==> src/rtl/mem_arbiter.sv <==
// Arbitrates the byte-serial memory controller between instruction fetch and the load/store unit.
// Data requests win by default, and a streak counter keeps fetch from being starved.
module mem_arbiter #(
  parameter int STARVE_LIMIT = 4,
  parameter int CNT_W        = 3
) (
  input  logic        clk,
  input  logic        rst,
  input  logic        rdy,
  input  logic        flush,
  input  logic        if_req,
  input  logic [31:0] if_addr,
  output logic        if_valid,
  output logic [31:0] if_data,
  input  logic        ls_req,
  input  logic        ls_wr,
  input  logic [31:0] ls_addr,
  input  logic [2:0]  ls_len,
  input  logic [31:0] ls_wdata,
  output logic        ls_done,
  output logic [31:0] ls_rdata,
  output logic        m_req,
  output logic        m_wr,
  output logic [31:0] m_addr,
  output logic [2:0]  m_len,
  output logic [31:0] m_wdata,
  input  logic        m_ack,
  input  logic [31:0] m_rdata,
  output logic [2:0]  state_dbg
);

  // Handshake: a requester holds its req until its done pulse (or flush for fetch);
  // m_req is held with stable address/length/data until the cycle m_ack is sampled high.
  typedef enum logic [2:0] {IDLE, GNT_I, GNT_D, DROP, DONE} state_t;

  localparam logic [CNT_W-1:0] LIMIT = CNT_W'(STARVE_LIMIT);

  state_t           state;
  logic [CNT_W-1:0] streak;
  logic             pick_d;
  logic             pick_i;

  function automatic logic [31:0] mask_bytes(input logic [31:0] d, input logic [2:0] len);
    case (len)
      3'd1:    mask_bytes = {24'd0, d[7:0]};
      3'd2:    mask_bytes = {16'd0, d[15:0]};
      default: mask_bytes = d;
    endcase
  endfunction

  // A flushed fetch request must not win, so flush lets data through even past the limit.
  always_comb begin
    pick_d = ls_req & (~if_req | (streak < LIMIT) | flush);
    pick_i = ~pick_d & if_req & ~flush;
  end

  assign state_dbg = state;

  always_ff @(posedge clk or posedge rst) begin
    if (rst) begin
      state    <= IDLE;
      streak   <= '0;
      m_req    <= 1'b0;
      m_wr     <= 1'b0;
      m_addr   <= '0;
      m_len    <= '0;
      m_wdata  <= '0;
      if_valid <= 1'b0;
      if_data  <= '0;
      ls_done  <= 1'b0;
      ls_rdata <= '0;
    end else if (rdy) begin
      case (state)
        IDLE: begin
          if (pick_d) begin
            state   <= GNT_D;
            m_req   <= 1'b1;
            m_addr  <= ls_addr;
            m_len   <= ls_len;
            m_wr    <= ls_wr;
            m_wdata <= ls_wdata;
            if (if_req)
              streak <= (streak >= LIMIT) ? LIMIT : streak + 1'b1;
            else
              streak <= '0;
          end else if (pick_i) begin
            state   <= GNT_I;
            m_req   <= 1'b1;
            m_addr  <= if_addr;
            m_len   <= 3'd4;
            m_wr    <= 1'b0;
            m_wdata <= '0;
            streak  <= '0;
          end
        end
        GNT_I: begin
          if (m_ack) begin
            m_req <= 1'b0;
            if (flush) begin
              state <= IDLE;
            end else begin
              if_data  <= m_rdata;
              if_valid <= 1'b1;
              state    <= DONE;
            end
          end else if (flush) begin
            state <= DROP;
          end
        end
        GNT_D: begin
          if (m_ack) begin
            m_req    <= 1'b0;
            ls_rdata <= m_wr ? '0 : mask_bytes(m_rdata, m_len);
            ls_done  <= 1'b1;
            state    <= DONE;
          end
        end
        DROP: begin
          // The controller cannot abort, so wait out the ack and discard the data.
          if (m_ack) begin
            m_req <= 1'b0;
            state <= IDLE;
          end
        end
        DONE: begin
          if_valid <= 1'b0;
          ls_done  <= 1'b0;
          state    <= IDLE;
        end
        default: state <= IDLE;
      endcase
    end
  end

endmodule

==> config.mk <==
export PLATFORM = sky130hd
export DESIGN_NAME = mem_arbiter
export DESIGN_NICKNAME = d
export VERILOG_FILES = /design/src/rtl/mem_arbiter.sv
export SDC_FILE = /design/constraint.sdc
export NUM_CORES = 1
export LEC_CHECK = 0
export ABC_AREA = 1
export CAP_MARGIN = 20
export CORE_ASPECT_RATIO = 1.75
export CORE_MARGIN = 3
export CORE_UTILIZATION = 31
export DETAILED_ROUTE_END_ITERATION = 10
export SLEW_MARGIN = 10
export SYNTH_ARGS = -nofsm -noshare
export SYNTH_HDL_FRONTEND = slang
export SYNTH_SLANG_ARGS = --single-unit
==> constraint.sdc <==
create_clock -name clk -period 14.95 [get_ports clk]
set_clock_uncertainty 0.1 [all_clocks]
set_input_delay 2.99 -clock clk [delete_from_list [all_inputs] [get_ports clk]]
set_output_delay 2.99 -clock clk [all_outputs]
set_load 0.005 [all_outputs]
After elaboration in Yosys (flattened, before gate mapping). Index checks and enable logic that the tools add are counted.

Logic and storage cells: 79. Bits in registers: 141.

Equal/unequal tests: 13. Order comparisons: 2. Bitwise gates (word level): 8. Reduce and logical (&&, ||, !) cells: 13. Mux-type cells: 31. Add/subtract/negate cells: 1.

Operator list (number): 32-bit two-way mux (5); 32-bit one-hot mux with 2 select lines (1); 3-bit two-way mux (13); 3-bit one-hot mux with 4 select lines (1); 4-bit AND reduction (3); 3-bit by 2-bit == test with 1-bit output (second input constant) (3); 3-bit AND reduction (3); 1-bit two-way mux (8); 2-bit inequality test (second input constant) (4); 2-bit nonzero test (4); 3-bit by 1-bit == test with 1-bit output (second input constant) (2); 3-bit inequality test (second input constant) (2); 1-bit one-hot mux with 2 select lines (3); 5-bit AND reduction (1); 3-bit by 1-bit adder with 3-bit output (second input constant) (1); 1-bit bitwise AND (3); 3-bit == test (second input constant) (1); 3-bit >= comparator (second input constant) (1); 3-bit zero test (1); 3-bit < comparator (second input constant) (1); 1-bit inverter (3); 3-bit OR reduction (1); 2-bit by 1-bit inequality test with 1-bit output (second input constant) (1); 1-bit bitwise OR (2).

Depth between registers and ports, before layout.
Depth after elaboration: 10. Gate-level depth with buffers: 9. Gate-level depth less buffers: 8.

Worst setup path before layout. Ideal clock, no wire load.

Path type: input-to-reg. From: in flush. To: reg m_wdata[10]. Cell stages on the path: 8. Data required time: 14.734 ns. Slack: 11.071 ns. Arrival: 3.662 ns. Cell sequence: inv_1 -> nand2_1 -> nand2_1 -> nand2_2 -> buf_4 -> buf_6 -> nand2_1 -> nand2_1.

Longest elaborated chain between the ends: 7. Elaborated cells on any way between the ends: 9. Classes of those cells: mux: 1; bitwise: 6; reduce/logical: 2.

Ends and longest elaborated chain: start, declared (RTL line 10) `input logic flush,`; 1-bit bitwise OR (RTL line 53) `pick_d = ls_req & (~if_req | (streak < LIMIT) | flush);`; 1-bit bitwise AND (RTL line 53); 1-bit inverter (RTL line 54) `pick_i = ~pick_d & if_req & ~flush;`; 1-bit bitwise AND (2 in a row) (RTL line 54); 2-bit nonzero test (no line); 3-bit AND reduction (no line); end signal, assigned (RTL line 81) `m_wdata <= ls_wdata;`; end, declared (RTL line 26) `output logic [31:0] m_wdata,`.

Parallel ways exist; a longest one is shown, timed or not. A chain may end at the register's enable or synchronous reset.

Final worst setup path.
From: in flush. To: reg streak[0].

Longest elaborated chain between the ends: 7. Elaborated cells on any way between the ends: 9. Classes of those cells: mux: 1; bitwise: 6; reduce/logical: 2.

Ends and longest elaborated chain: 1-bit bitwise OR (RTL line 53); 1-bit bitwise AND (RTL line 53); 1-bit inverter (RTL line 54); 1-bit bitwise AND (2 in a row) (RTL line 54); 2-bit nonzero test (no line); 3-bit AND reduction (no line); end signal, assigned (RTL line 83) `streak <= (streak >= LIMIT) ? LIMIT : streak + 1'b1;`; end, declared (RTL line 39) `logic [CNT_W-1:0] streak;`.

Parallel ways exist; a longest one is shown, timed or not.

==> out/summary.txt <==
first drt pass iteration count: 4
synthesized-area fraction occupied by adder cells: 0.401%
Setup TNS: 0 ns
Clk pin slew, worst setup/hold paths: 0.06 ns
status: finished clean
worst r2r src: state_dbg[1]
Detail Route Antenna Nets: 0
Hold Fails Final Rpt: 0
worst slew margin relative to its limit: 39.6%
HP Class: flip-flop to flip-flop
PD cells: 192 nW/um^2
first-pass GRT wire length: 30.1 mm
Critical Path Start: flush
hold path start: m_addr[21]
CTS tree: done
maximum VDD drop: 0.0715 mV
maximum clock rate: 203 MHz
largest net degree at the start of global routing: 88
root buffer cell: clkbuf_16
# rows: 68
Synth warnings: 0
number of hold buffers added after cts: 0
Req. time, crit path: 15.18 ns
# clock sinks: 141
Clock Latency Late Sink: 0.41 ns
complex-gate fraction of the synthesized area: 6.76%
Leak: 4.76 nW
n_diodes: 0
number of gates resized after CTS: 0
detailed placer's ending HPWL: 13.5 mm
CORE AREA: 19700 sq um
CP Max Fanout: 36
synthesized flop and latch total: 141
period utilization: 33.0%
xor/xnor cell area share of the yosys netlist: 0%
Setup WS post-layout: 10.02 ns
drt drc: 0
leading register cell type out of synthesis: dfrtp_1
Critical Path End Type: flip-flop
fraction of synthesized area in multiplexers: 0%
via/cell ratio: 4.37
Final nets: 1151
Syn-to-layout area delta: 54.7%
Post-Route WL: 18.7 mm
postcts setup bufs: 0
# setup viols final: 0
initial antenna violation count: 2
cell area after synthesis: 6230 sq um
Setup crit start kind: input port
dpl ws: 9.48 ns
Post-Syn Nets: 886
overall power: 1.85 mW
Die Width: 113 microns
post-synthesis cell count: 745
Tmin final: 4.93 ns
IO buf count: 276
syn avg cell area: 8.37 sq um
global-route usage over all layers: 17.3%
FFs w/ async S/R, synth: 100%
clock buffer depth: 2
count of cell types in the netlist: 24
Final GP Congestion: 0.805
fraction of layout cells with a size suffix above 1: 7.04%
WP data arrival: 5.16 ns
routed vias: 5545
grt total ovfl: 0
Initial Util: 31.6%
EDFF count, synth: 0
DR WL/cell: 14.8 microns
number of global-route vias before repair: 5626
Worst Tran Pin Value: 0.904 ns
htree depth: 4
fin. max-slew vios: 0
RSZ-0062 raised after global routing: false
die area: 21900 sq um
Synth Area in Simple Gates: 28.4%
post-synthesis sequential area ratio: 56.6%
combinational family with the most area after synthesis: simple AND/OR/NAND/NOR gates
max-cap viol count: 0
DR iter-0 viols: 284
Die Span Y: 194 microns
TritonCTS buffer count: 17
critical path class: input port to flip-flop
Ports: 277
-- cells by family (layout without fill, tap and decap cells) --
group | count (synthesis) | in the layout
AND/OR/NAND/NOR | 447 | 447
flip-flops | 141 | 141
buffers and inverters | 88 | 366
AO/OA/AOI/OAI | 67 | 67
adder cells (fa/ha/maj) | 2 | 2
-- sequential cells by signal, summed over array words and instances, names as in the netlist --
name / count
if_data: 32
ls_rdata: 32
m_addr: 32
m_wdata: 32
m_len: 3
state_dbg: 3
streak: 3
if_valid: 1
ls_done: 1
m_req: 1
m_wr: 1
-- per-stage QoR --
stage               hold WS, ns  utilization [%]  std cells  area, sq um
finish                    0.375             48.9       1268         9650
global route              0.397             48.9       1268         9650
CTS                       0.379             48.9       1268         9650
detailed placement        0.364             45.9       1236         9050
global placement          0.361             45.9       1236         9050
floorplan                 0.372                -        745         6230
-- final cells by class --
cell class | count | area (sq um)
fillers | 1946 | 10100
inverters | 54 | 210
clock inverters | 11 | 143
clock buffers | 21 | 450
well taps | 245 | 307
repair buffers | 280 | 2790
multi-input cells | 516 | 2210
flip-flops and latches | 141 | 3530
-- path summary, 6_finish.rpt --
check	to	slack [ns]	cells past startpoint
worst min-delay path	m_addr[21]	0.37	2
worst max register to register	m_len[2]	12.76	5
max in group asynchronous	m_wdata[27]	10.55	3
worst min register to register	m_addr[21]	0.37	2
min in group asynchronous	m_addr[15]	2.98	2
worst max-delay path	streak[0]	10.02	7
-- layer usage --
metal  track usage, %  up-vias  share of wire, %
met4             7.04        4               2.8
met3             4.44       31               6.4
li1                 -     2803                 -
met2             30.5      195                53
met1             19.7     2512                38
met5                0        -              0.13
-- cells in the final DEF (no fill, tap or decap), drive strengths merged --
cell type | netlist | routed
clkinv | 1 | 7
inv | 53 | 53
dfrtp | 141 | 141
nand3 | 21 | 21
clkinvlp | 0 | 2
o21ai | 64 | 64
clkdlybuf4s50 | 0 | 276
bufinv | 0 | 3
nand2 | 409 | 409
a21oi | 3 | 3
buf | 32 | 4
clkbuf | 2 | 21
nor3 | 2 | 2
nor2 | 15 | 15
ha | 2 | 2
-- power breakdown --
part	switching, mW	internal, mW	leakage (nW)
sequential	0.105	0.564	1.80
combinational	0.318	0.437	2.67
clock	0.162	0.266	0.287
-- synthesized netlist by cell type (10+ instances only) --
cell,count,share of area (%)
buf_2,12,0.96
buf_6,18,3.3
dfrtp_1,141,57
inv_1,50,3.0
nand2_1,406,24
nand3_1,18,1.4
nor2_1,10,0.60
o21ai_0,10,0.80
o21ai_1,31,2.5
o21ai_2,23,3.2
-- worst max-delay path, cell delays in order --
cell	delay, ns
clkdlybuf4s50_1	0.52
inv_1	0.09
nand3_1	0.09
nand2_2	0.40
nor2_4	0.81
nand3_1	0.13
o21ai_0	0.12
No activity file was read; power rests on OpenSTA's default activity.
